**src/rtl/cnn_window_scheduler.sv**
```systemverilog
// -----------------------------------------------------------------------------
// cnn_window_scheduler
//
// Sequencing controller for a multi-channel KxK sliding-window line buffer.
// Walks the zero-padded frame in raster order and issues one shift beat per
// padded position. Border positions are injected as pad beats without taking
// input. Only stride-aligned window positions are presented downstream, each
// one tagged with its output-map row/column.
//
// Optional feature:
//   CNN_SCHED_ABORT_EN  when defined, abort=1 in RUN/FLUSH drops the frame and
//                       returns to IDLE on the next cycle with no done pulse.
//                       When undefined, abort is ignored.
//
// Ports:
//   clk, rst_n          clock; asynchronous active-low reset
//   start               begin one frame (only sampled in IDLE)
//   abort               frame abort (see CNN_SCHED_ABORT_EN)
//   s_tvalid/s_tready   upstream pixel handshake
//   shift_en            window buffer advances one padded position this cycle
//   pad_sel             buffer loads zero instead of the input pixel
//   m_tvalid/m_tready   downstream window handshake (1-deep output slot)
//   m_tlast             last window of the frame
//   out_row/out_col     output-map coordinates of the presented window
//   busy                frame in progress (RUN/FLUSH)
//   done                one-cycle pulse at frame completion
// -----------------------------------------------------------------------------
module cnn_window_scheduler #(
  parameter int IMAGE_WIDTH  = 224,
  parameter int IMAGE_HEIGHT = 224,
  parameter int WINDOW_ROWS  = 3,
  parameter int WINDOW_COLS  = 3,
  parameter int STRIDE       = 1,
  parameter int PADDING      = 1,
  parameter int DILATION     = 1,
  localparam int PW    = IMAGE_WIDTH + 2 * PADDING,
  localparam int PH    = IMAGE_HEIGHT + 2 * PADDING,
  localparam int EC    = 1 + (WINDOW_COLS - 1) * DILATION,
  localparam int ER    = 1 + (WINDOW_ROWS - 1) * DILATION,
  localparam int OUT_W = (PW - EC) / STRIDE + 1,
  localparam int OUT_H = (PH - ER) / STRIDE + 1,
  localparam int ROW_W = (OUT_H > 1) ? $clog2(OUT_H) : 1,
  localparam int COL_W = (OUT_W > 1) ? $clog2(OUT_W) : 1
) (
  input  logic             clk,
  input  logic             rst_n,
  input  logic             start,
  input  logic             abort,
  input  logic             s_tvalid,
  output logic             s_tready,
  output logic             shift_en,
  output logic             pad_sel,
  output logic             m_tvalid,
  input  logic             m_tready,
  output logic             m_tlast,
  output logic [ROW_W-1:0] out_row,
  output logic [COL_W-1:0] out_col,
  output logic             busy,
  output logic             done
);

  // Position counters carry one spare bit so the upper pad boundary always fits.
  localparam int PR_W = $clog2(PH + 1);
  localparam int PC_W = $clog2(PW + 1);
  localparam int RI_W = $clog2(OUT_H + 1);
  localparam int CI_W = $clog2(OUT_W + 1);
  localparam int SP_W = (STRIDE > 1) ? $clog2(STRIDE) : 1;

  localparam logic [PR_W-1:0] PR_LAST   = PR_W'(PH - 1);
  localparam logic [PR_W-1:0] PR_PAD_LO = PR_W'(PADDING);
  localparam logic [PR_W-1:0] PR_PAD_HI = PR_W'(PADDING + IMAGE_HEIGHT);
  localparam logic [PR_W-1:0] PR_EMIT   = PR_W'(ER - 1);
  localparam logic [PC_W-1:0] PC_LAST   = PC_W'(PW - 1);
  localparam logic [PC_W-1:0] PC_PAD_LO = PC_W'(PADDING);
  localparam logic [PC_W-1:0] PC_PAD_HI = PC_W'(PADDING + IMAGE_WIDTH);
  localparam logic [PC_W-1:0] PC_EMIT   = PC_W'(EC - 1);
  localparam logic [SP_W-1:0] SP_LAST   = SP_W'(STRIDE - 1);
  localparam logic [RI_W-1:0] RI_END    = RI_W'(OUT_H);
  localparam logic [RI_W-1:0] RI_LAST   = RI_W'(OUT_H - 1);
  localparam logic [CI_W-1:0] CI_END    = CI_W'(OUT_W);
  localparam logic [CI_W-1:0] CI_LAST   = CI_W'(OUT_W - 1);

  typedef enum logic [1:0] {IDLE, RUN, FLUSH, DONE} state_t;

  state_t          state;
  logic [PR_W-1:0] pr;
  logic [PC_W-1:0] pc;
  // Stride phase and output index per axis replace any division/modulo.
  logic [SP_W-1:0] row_ph, col_ph;
  logic [RI_W-1:0] row_idx;
  logic [CI_W-1:0] col_idx;

  logic run, is_pad, slot_free, beat, abort_hit;
  logic row_emit, col_emit, last_beat;

  assign run       = (state == RUN);
  assign is_pad    = (pr < PR_PAD_LO) | (pr >= PR_PAD_HI) |
                     (pc < PC_PAD_LO) | (pc >= PC_PAD_HI);
  assign slot_free = ~m_tvalid | m_tready;

`ifdef CNN_SCHED_ABORT_EN
  assign abort_hit = abort & ((state == RUN) | (state == FLUSH));
`else
  // abort is accepted on the port but can never take effect.
  assign abort_hit = abort & 1'b0;
`endif

  // Abort wins over any beat in the same cycle, so nothing is shifted or taken.
  assign beat      = run & slot_free & (is_pad | s_tvalid) & ~abort_hit;
  assign s_tready  = run & ~is_pad & slot_free & ~abort_hit;
  assign shift_en  = beat;
  assign pad_sel   = run & is_pad;

  // Row/column is an output position when past the kernel extent, on a stride
  // phase of zero and still inside the floor-truncated output map.
  assign row_emit  = (pr >= PR_EMIT) & (row_ph == '0) & (row_idx < RI_END);
  assign col_emit  = (pc >= PC_EMIT) & (col_ph == '0) & (col_idx < CI_END);
  assign last_beat = (pr == PR_LAST) & (pc == PC_LAST);

  // Raster position walker. Wraps to zero after the last beat so a new frame
  // always starts at (0,0).
  always_ff @(posedge clk or negedge rst_n) begin
    if (!rst_n) begin
      // NOTE: registers use non-blocking assignment so every flop samples the
      // pre-edge values; blocking here would chain updates within one edge.
      pr      <= '0;
      pc      <= '0;
      row_ph  <= '0;
      col_ph  <= '0;
      row_idx <= '0;
      col_idx <= '0;
    end else if (abort_hit) begin
      pr      <= '0;
      pc      <= '0;
      row_ph  <= '0;
      col_ph  <= '0;
      row_idx <= '0;
      col_idx <= '0;
    end else if (beat) begin
      if (pc == PC_LAST) begin
        pc      <= '0;
        col_ph  <= '0;
        col_idx <= '0;
        if (pr == PR_LAST) begin
          pr      <= '0;
          row_ph  <= '0;
          row_idx <= '0;
        end else begin
          pr <= pr + 1'b1;
          if (pr >= PR_EMIT) begin
            row_ph <= (row_ph == SP_LAST) ? '0 : row_ph + 1'b1;
            if (row_emit) row_idx <= row_idx + 1'b1;
          end
        end
      end else begin
        pc <= pc + 1'b1;
        if (pc >= PC_EMIT) begin
          col_ph <= (col_ph == SP_LAST) ? '0 : col_ph + 1'b1;
          if (col_emit) col_idx <= col_idx + 1'b1;
        end
      end
    end
  end

  // Frame FSM with the registered output slot, busy and done.
  always_ff @(posedge clk or negedge rst_n) begin
    if (!rst_n) begin
      state    <= IDLE;
      busy     <= 1'b0;
      done     <= 1'b0;
      m_tvalid <= 1'b0;
      m_tlast  <= 1'b0;
      out_row  <= '0;
      out_col  <= '0;
    end else if (abort_hit) begin
      state    <= IDLE;
      busy     <= 1'b0;
      done     <= 1'b0;
      m_tvalid <= 1'b0;
      m_tlast  <= 1'b0;
    end else begin
      done <= 1'b0;
      unique case (state)
        IDLE: begin
          if (start) begin
            state <= RUN;
            busy  <= 1'b1;
          end
        end
        RUN: begin
          // Accept and a new emit beat in one cycle keep the slot full.
          if (beat & row_emit & col_emit) begin
            m_tvalid <= 1'b1;
            out_row  <= ROW_W'(row_idx);
            out_col  <= COL_W'(col_idx);
            m_tlast  <= (row_idx == RI_LAST) & (col_idx == CI_LAST);
          end else if (m_tready) begin
            m_tvalid <= 1'b0;
          end
          if (beat & last_beat) state <= FLUSH;
        end
        FLUSH: begin
          // Wait for the final window to drain before signalling completion.
          if (slot_free) begin
            state    <= DONE;
            busy     <= 1'b0;
            done     <= 1'b1;
            m_tvalid <= 1'b0;
          end
        end
        DONE: state <= IDLE;
        default: state <= IDLE;
      endcase
    end
  end

endmodule

```
**config.mk**
```make
export PLATFORM = sky130hd
export DESIGN_NAME = cnn_window_scheduler
export DESIGN_NICKNAME = d
export VERILOG_FILES = /design/src/rtl/cnn_window_scheduler.sv
export SDC_FILE = /design/constraint.sdc
export NUM_CORES = 1
export LEC_CHECK = 0
export CORE_MARGIN = 2
export CORE_UTILIZATION = 40
export DETAILED_ROUTE_END_ITERATION = 12
export PLACE_DENSITY = 0.71
export SLEW_MARGIN = 20
export SYNTH_ARGS = -nofsm -noshare
export SYNTH_HDL_FRONTEND = slang
export SYNTH_SLANG_ARGS = --single-unit
export TNS_END_PERCENT = 10
```
**constraint.sdc**
```tcl
create_clock -name clk -period 2.2 [get_ports clk]
set_input_delay 0.44 -clock clk [delete_from_list [all_inputs] [get_ports clk]]
set_output_delay 0.44 -clock clk [all_outputs]
set_load 0.02 [all_outputs]
```
==> impl_metrics.json <==
{
  "syn_avg_cell_area_um2": 10.7,
  "slew_viol_final": 0,
  "status": "complete, but fails checks",
  "setup_tns_ns": -3.71,
  "grt_max_degree": 55,
  "period_share_pct": 117,
  "syn_nets": 286,
  "via_per_inst": 5.36,
  "hold_viol": 0,
  "clkLatencyLatePin_ns": 0.32,
  "period_needed_ns": 2.58,
  "ys_types": 53,
  "start_util_pct": 41.6,
  "path_clk_slew_ns": 0.11,
  "setup_viol": 31,
  "port_buffers": 27,
  "synthTopCellsByCount": "dfrtp_1 (54), nand2_1 (20), nand3_1 (17)",
  "synthCells": 267,
  "seq_area_frac_synth_pct": 47.3,
  "peakVddDrop_v": 0.000565,
  "endpoint_kind": "output pin",
  "gr-usage-all-layers_pct": 18.6,
  "grt_pass1_wl_um": 11300,
  "area_growth_pct": 35.6,
  "crit_type": "register to output pin",
  "die_h_um": 88.5,
  "synth.most_common_cell": "dfrtp_1",
  "p_total_uw": 3160,
  "drt-total-wl_um": 6650,
  "cts_root_buf": "clkbuf_8",
  "antenna_found_initial": 0,
  "dr.first_iter.drc_count": 225,
  "coreArea_um2": 6870,
  "n_antenna_cell": 0,
  "failed_checks": "setup timing",
  "cts_sinks": 54,
  "grt_pass1_vias": 2402,
  "mappedNetlistArea_um2": 2860,
  "cp_max_fo": 3,
  "cts.path.max_buffers": 2,
  "fmax_ghz": 0.388,
  "dieArea_um2": 7840,
  "cts_tree": "yes",
  "cellPowerDensity_nw_per_um2": 816,
  "drv_cap": 0,
  "async_flop_share_pct": 100,
  "numCtsBuffers": 5,
  "fin_nets": 373,
  "fin_worst_hold_slack_ns": 0.0906,
  "yosys_register_bits": 54,
  "ant_nets": 0,
  "grt-ovfl-total": 0,
  "startpoint_type": "register",
  "place.gp.congestion": 0.841,
  "min_path_type": "primary input to asynchronous set/reset pin",
  "worst_slack_ns": -0.379,
  "synthTopCellsByArea": "dfrtp_1 (47%), ha_1 (5.7%), mux2_4 (4.7%)",
  "drive_above_1_share_pct": 32.1,
  "num_io_pins": 29,
  "dr.pass1.iters": 4,
  "leakagePower_uw": 0.00175,
  "synth_edf_count": 0,
  "drt-wirelength-per-cell_um": 14.7,
  "tightest_slew_ns": 0.542,
  "yosys_warnings": 0,
  "num_vias": 2417,
  "post-dp-hpwl_um": 4800,
  "grt_setup_unrepaired": "true",
  "cp.arrival_ns": 2.14,
  "relSlewSlack_pct": 63.5,
  "post-synth-top-area-fraction_pct": 47.3,
  "fin_skew_ns": 0.0117,
  "ctsHtreeMaxLevel": 2,
  "synthFlopType": "dfrtp_1",
  "cp.required_ns": 1.76,
  "synth_top_area_cell": "dfrtp_1",
  "die_w_um": 88.5,
  "cts_hold_buf": 0,
  "drc": 0,
  "num_rows": 30
}
## layout by cell type, fill, tap and decap left out, types with 3 or more instances in the layout
master	count
a31oi_1	3
or3_1	4
nor3_1	4
o221ai_1	3
mux2i_1	4
inv_1	7
nand3_1	17
buf_12	3
ha_1	11
or4_1	5
o31ai_1	4
nor2_1	15
dfrtp_1	54
and3_1	4
nand4_1	6
nor4_2	4
a21oi_1	6
nand2_1	20
xor2_1	4
buf_6	4
mux2_2	10
o21ai_0	13
clkdlybuf4s50_1	23
nor4_1	3
clkbuf_8	6
buf_4	60
mux2_4	10
## sequential cells by signal, summed over array words and instances (netlist names)
name / cells
m_tvalid: 1
pc: 8
state: 2
out_col: 8
done: 1
out_row: 8
col_idx: 8
busy: 1
pr: 8
row_idx: 8
m_tlast: 1
## area by class of cell
cell class              count  area, µm²
well taps                  96        120
multi-input cells         193       1480
inverters                   9       33.8
clock buffers               6       82.6
repair buffers             91        791
fillers                   607       3000
clock inverters             2       16.3
flip-flops and latches     54       1350
## path summary, 6_finish.rpt
path	endpoint	from	slack, ns	cells past startpoint
min reg2reg	out_col[4]	out_col[4]	0.52	1
max reg2reg	out_row[4]	pc[0]	-0.16	8
min in group clk	out_col[4]	out_col[4]	0.52	1
max	pad_sel	pc[0]	-0.38	5
min	out_row[3]	rst_n	0.09	2
max in group asynchronous	pr[1]	rst_n	1.86	2
## metal layers
layer	share of wire, %	up-vias	wire, µm	GRT usage (%)
met5	0	-	0	0
met4	1.2	0	78	6.06
met3	4.1	6	272	2.89
met2	48	63	3170	29.3
met1	47	1177	3130	26.3
li1	-	1171	-	-
## critical path: stages, from the launching register on
cell and delay [ns]:
dfrtp_1 0.43, ha_2 0.21, or4b_1 0.46, a32o_2 0.27, o31a_1 0.31, buf_6 0.14
## kinds of logic after synthesis
kind of cell / after synthesis / synth area share, %
simple gates: 100 / 19.5
flops: 54 / 47.3
compound gates: 50 / 12.0
mux: 24 / 10.5
buf+inv: 20 / 3.24
fa+ha+maj: 13 / 5.69
xor+xnor: 6 / 1.84
## what timing repair did
action                                  in CTS  in global routing
setup buffers                                1                  2
endpoints found under the setup margin      39                 45
resized for setup                           30                 10
pin swaps                                    3                  6
## metrics by stage
stage	instances	worst slack [ns]	util, %	instance area, µm²
6_report	451	-0.379	56.4	3870
5_1_grt	451	-0.438	56.4	3870
4_1_cts	449	-0.375	55.4	3810
3_5_place_dp	440	-0.635	53.3	3660
3_3_place_gp	440	-0.466	53.3	3660
2_1_floorplan	267	-0.104	-	2860
## power breakdown
part           switching, µW  internal (µW)
Clock                    360            260
Combinational            594            677
Sequential               125           1140
No activity file was read; power rests on OpenSTA's default activity.
==> patch 1: new RTL, same flow settings <==
Re-encode `state_t` (4 states) as Gray code, 2 bits wide.
--- a/src/rtl/cnn_window_scheduler.sv
+++ b/src/rtl/cnn_window_scheduler.sv
@@ -80,7 +80,7 @@
   localparam logic [CI_W-1:0] CI_END    = CI_W'(OUT_W);
   localparam logic [CI_W-1:0] CI_LAST   = CI_W'(OUT_W - 1);
 
-  typedef enum logic [1:0] {IDLE, RUN, FLUSH, DONE} state_t;
+  typedef enum logic [1:0] {IDLE = 2'b00, RUN = 2'b01, FLUSH = 2'b11, DONE = 2'b10} state_t;
 
   state_t          state;
   logic [PR_W-1:0] pr;
Check against the original RTL: no difference found for any inputs over 10 cycles, from zero or initial values and one cycle with rst_n low; not proved beyond that.
==> patch 1 against the original RTL <==
The flow still finishes with violations (negative setup slack). Routed wire length is 3.8% lower. Die area down 1.6%. Total power fell by 3.9%. Sequential cell count stayed put. Setup slack improved by 130 ps. Cell area down 6.9%. Highest routed layer unchanged. Area after synthesis is 1.7% lower. Combinational power down 12%. Register-to-register slack better by 170 ps. Clock power decreased by 2%. Synthesized cell count grew 0.75%. Sequential power is 3% higher.
==> patch 1: results (changes against the original RTL) <==
Outcome - finished with violations (unchanged)
Violated checks - negative setup slack (unchanged)
Post-synthesis mux area share - 0.09488 (was 0.1046)
Fin Clk Skew - 6.599 ps (was 11.71 ps)
Max VDD drop - 335.2 uV (was 564.7 uV)
R2r startpoint - pc[1]$_DFFE_PN0P_ (was pc[0]$_DFFE_PN0P_)
Met3 Use GR - 0.02922 (was 0.02892)
WL met2 - 3.108 mm (was 3.165 mm)
Placed Cells - 422 (was 440)
Setup TNS - -585.9 ps (was -3711 ps)
Vias in the first global route - 2276 (was 2402)
Nets - 351 (was 373)
Post-layout util - 0.5309 (was 0.5639)
Max_slew headroom - 0.5510 (was 0.6351)
Reg2reg setup slack - 10 ps (was -160 ps)
Layout fillers - 599 (was 607)
Crit path max fanout - 2 (was 3)
Syn nets - 285 (was 286)
Sequential fraction of the synthesis area - 0.4811 (was 0.4729)
Met1 usage - 0.2399 (was 0.2634)
Layout cells sized above 1 - 0.2679 (was 0.3211)
Unique masters post-synth - 45 (was 53)
Compound-Gate Fraction of Synth Area - 0.1452 (was 0.1195)
Met1 WL - 2.997 mm (was 3.134 mm)
Pre-CTS setup slack - -332.4 ps (was -634.6 ps)
Logic pwr share - 0.368 (was 0.402)
Syn Inst Count - 269 (was 267)
Synth Area in Adders - 0.04454 (was 0.05692)
Psw - 1.080 mW (about the same)
Met3 WL post-DR - 189 microns (was 272 microns)
Hpwl dp - 4.549 mm (was 4.797 mm)
Post-Route WL - 6.395 mm (was 6.650 mm)
Sw Share - 0.3556 (was 0.3418)
Leakage - 1.552 nW (was 1.754 nW)
Worst reg2reg path endpoint - out_row[7]$_DFFE_PN0P_ (was out_row[4]$_DFFE_PN0P_)
Met2 Use GR - 0.2872 (was 0.2932)
Final setup viols - 3 (was 31)
Slowest stage delay, CP - 500 ps (was 460 ps)
Setup WS post-layout - -247.5 ps (was -379.3 ps)
GRT Util Overall - 0.1760 (was 0.1860)
patch 1: cell count changes after synthesis, moves of 4 or more:
cell | before | now
o21ai_0 | 14 | 27
o31ai_1 | 4 | 12
nand3_1 | 17 | 13
a41oi_1 | 0 | 6
or3_1 | 5 | 1
nand2_1 | 20 | 29
nor2_1 | 16 | 10
nand4_1 | 6 | 16
or4_1 | 5 | 0
patch 1: timing repair:
| item | CTS | global route |
|---|---|---|
| setup endpoints to repair | 5 | 36 |
| pin swaps | 4 | 3 |
| resized for setup | 21 | 9 |
| buffers inserted | 2 | 0 |
patch 1: cell type report:
| cell class | count | area share |
|---|---|---|
| multi-input cells | 196 | 0.3951 |
| flip-flops and latches | 54 | 0.3746 |
| repair buffers | 70 | 0.1613 |
| well taps | 96 | 0.03330 |
| clock buffers | 6 | 0.02289 |
| inverters | 8 | 0.008325 |
| clock inverters | 2 | 0.004509 |
==> patch 2: new RTL, config.mk and constraints unchanged <==
Made on the original files. The option `CNN_SCHED_ABORT_EN` is turned on by a define.
--- a/src/rtl/cnn_window_scheduler.sv
+++ b/src/rtl/cnn_window_scheduler.sv
@@ -25,6 +25,8 @@
 //   busy                frame in progress (RUN/FLUSH)
 //   done                one-cycle pulse at frame completion
 // -----------------------------------------------------------------------------
+`define CNN_SCHED_ABORT_EN
+
 module cnn_window_scheduler #(
   parameter int IMAGE_WIDTH  = 224,
   parameter int IMAGE_HEIGHT = 224,
Behaviour: not the same (a bounded check fails within 4 cycles, from zero or initial values and one cycle with rst_n low).
==> patch 2 against the original RTL <==
The run still ends with negative setup slack left. Setup slack improved by 210 ps. Routed wire length rose by 18%. Sequential power fell by 7%. Sequential cell count did not move. Critical path depth rose by 1. Non-clock buffer count fell by 3. Fmax rose by 9.0%. Area after synthesis rose by 6.9%. Register-to-register slack improved by 90 ps. Total power rose by 10%. Global-route usage fell by 0.065 points. Cell area rose by 7.7%. Count of clock-buffer cells in the layout did not move. Critical path type unchanged.
==> patch 2: results (changes against the original RTL) <==
Met1 usage - 0.2376 (was 0.2634)
Pin count of the biggest net entering global routing - 30 (was 55)
Gpl congestion - 0.9319 (was 0.8406)
Worst Hold Margin - 145.7 ps (was 90.60 ps)
Setup WS post-layout - -166.9 ps (was -379.3 ps)
Via count - 2698 (was 2417)
First-pass GRT wire length - 12.60 mm (was 11.30 mm)
Async SR Flop Fraction - 1.000 (unchanged)
Met1 WL - 3.575 mm (was 3.134 mm)
Initial DRT Pass Iterations - 4 (unchanged)
Placed cell area - 0.003816 sq mm (was 0.003661 sq mm)
Met2 Use GR - 0.3205 (was 0.2932)
Worst setup path start - pr[0]$_DFFE_PN0P_ (was pc[0]$_DFFE_PN0P_)
Commonest cells in the netlist - dfrtp_1 (54), nor2_1 (22), nand2_1 (21) (was dfrtp_1 (54), nand2_1 (20), nand3_1 (17))
Max VDD drop - 506.6 uV (was 564.7 uV)
Reg2Reg Depth - 7 (was 8)
Largest cells by area after synthesis - dfrtp_1 (44%), ha_1 (5.3%), mux2_4 (3.9%) (was dfrtp_1 (47%), ha_1 (5.7%), mux2_4 (4.7%))
WL met2 - 3.931 mm (was 3.165 mm)
Fin Clk Skew - 13.44 ps (was 11.71 ps)
Violated checks - negative setup slack (unchanged)
Sequential fraction of the synthesis area - 0.4424 (was 0.4729)
Vias in the first global route - 2616 (was 2402)
Worst slew pin tran - 648.0 ps (was 542.3 ps)
Met3 Use GR - 0.03568 (was 0.02892)
Outcome - finished with violations (unchanged)
Iteration-0 DRC Markers - 138 (was 225)
Placed Cells - 471 (was 440)
Layout cells sized above 1 - 0.3117 (was 0.3211)
Syn Inst Count - 299 (was 267)
Syn nets - 318 (was 286)
CP arrival - 1930 ps (was 2140 ps)
WL/cell - 16.20 microns (was 14.75 microns)
Psw - 1.341 mW (was 1.080 mW)
Post-Route WL - 7.839 mm (was 6.650 mm)
Port bufs - 28 (was 27)
Nets - 404 (was 373)
GRT Util Overall - 0.1853 (was 0.1860)
Top layer in use - met4 (unchanged)
Pre-CTS setup slack - -402.2 ps (was -634.6 ps)
Met3 WL post-DR - 219 microns (was 272 microns)
Setup TNS - -1539 ps (was -3711 ps)
Worst reg2reg path endpoint - out_row[6]$_DFFE_PN0P_ (was out_row[4]$_DFFE_PN0P_)
Final setup viols - 26 (was 31)
Reg2reg setup slack - -70 ps (was -160 ps)
R2r startpoint - pr[4]$_DFFE_PN0P_ (was pc[0]$_DFFE_PN0P_)
Unique masters post-synth - 58 (was 53)
-- patch 2: layout make-up --
| type | instances | area (sq um) | area share |
|---|---|---|---|
| multi-input combinational | 227 | 1768 | 0.4238 |
| sequential | 54 | 1353 | 0.3242 |
| timing repair buffer | 88 | 780.7 | 0.1872 |
| tap | 99 | 123.9 | 0.02969 |
| clock buffer | 6 | 82.58 | 0.01980 |
| inverter | 9 | 33.78 | 0.008098 |
| clock inverter | 1 | 30.03 | 0.007199 |
-- patch 2: power by group through the flow --
| stage | sequential, mW | combinational [mW] | clock [mW] |
|---|---|---|---|
| 2_1_floorplan | 1.22 | 0.870 | 0 |
| 3_3_place_gp | 1.18 | 1.48 | 0 |
| 3_5_place_dp | 1.19 | 1.52 | 0 |
| 4_1_cts | 1.17 | 1.52 | 0.709 |
| 5_1_grt | 1.20 | 1.76 | 0.744 |
| 6_report | 1.18 | 1.62 | 0.682 |
-- patch 2: how the worst max path moves through the flow --
stage	endpoint	cells after the start	slack, ps
global route	s_tready	6	-270
floorplan	state[0]$_DFFE_PN0P_	8	-50
global placement	s_tready	6	-320
finish	s_tready	6	-170
detailed placement	s_tready	6	-400
CTS	shift_en	6	-200
-- patch 2: cell families (layout without fill, tap and decap cells) --
kind of cell / Yosys count / in the layout / synth area share
fa+ha+maj: 13 / 13 / 0.05326
simple gates: 117 / 117 / 0.2134
mux: 22 / 22 / 0.08931
xor+xnor: 1 / 1 / 0.002868
buf+inv: 18 / 104 / 0.03318
flops: 54 / 54 / 0.4424
compound gates: 74 / 74 / 0.1655
-- patch 2: worst max-delay path: stages, from the launching register on --
cell     delay, ps
dfrtp_2        460
ha_4           180
nor4b_4        380
o22ai_4        140
nor3_2         160
nor2b_4        170
buf_6          120
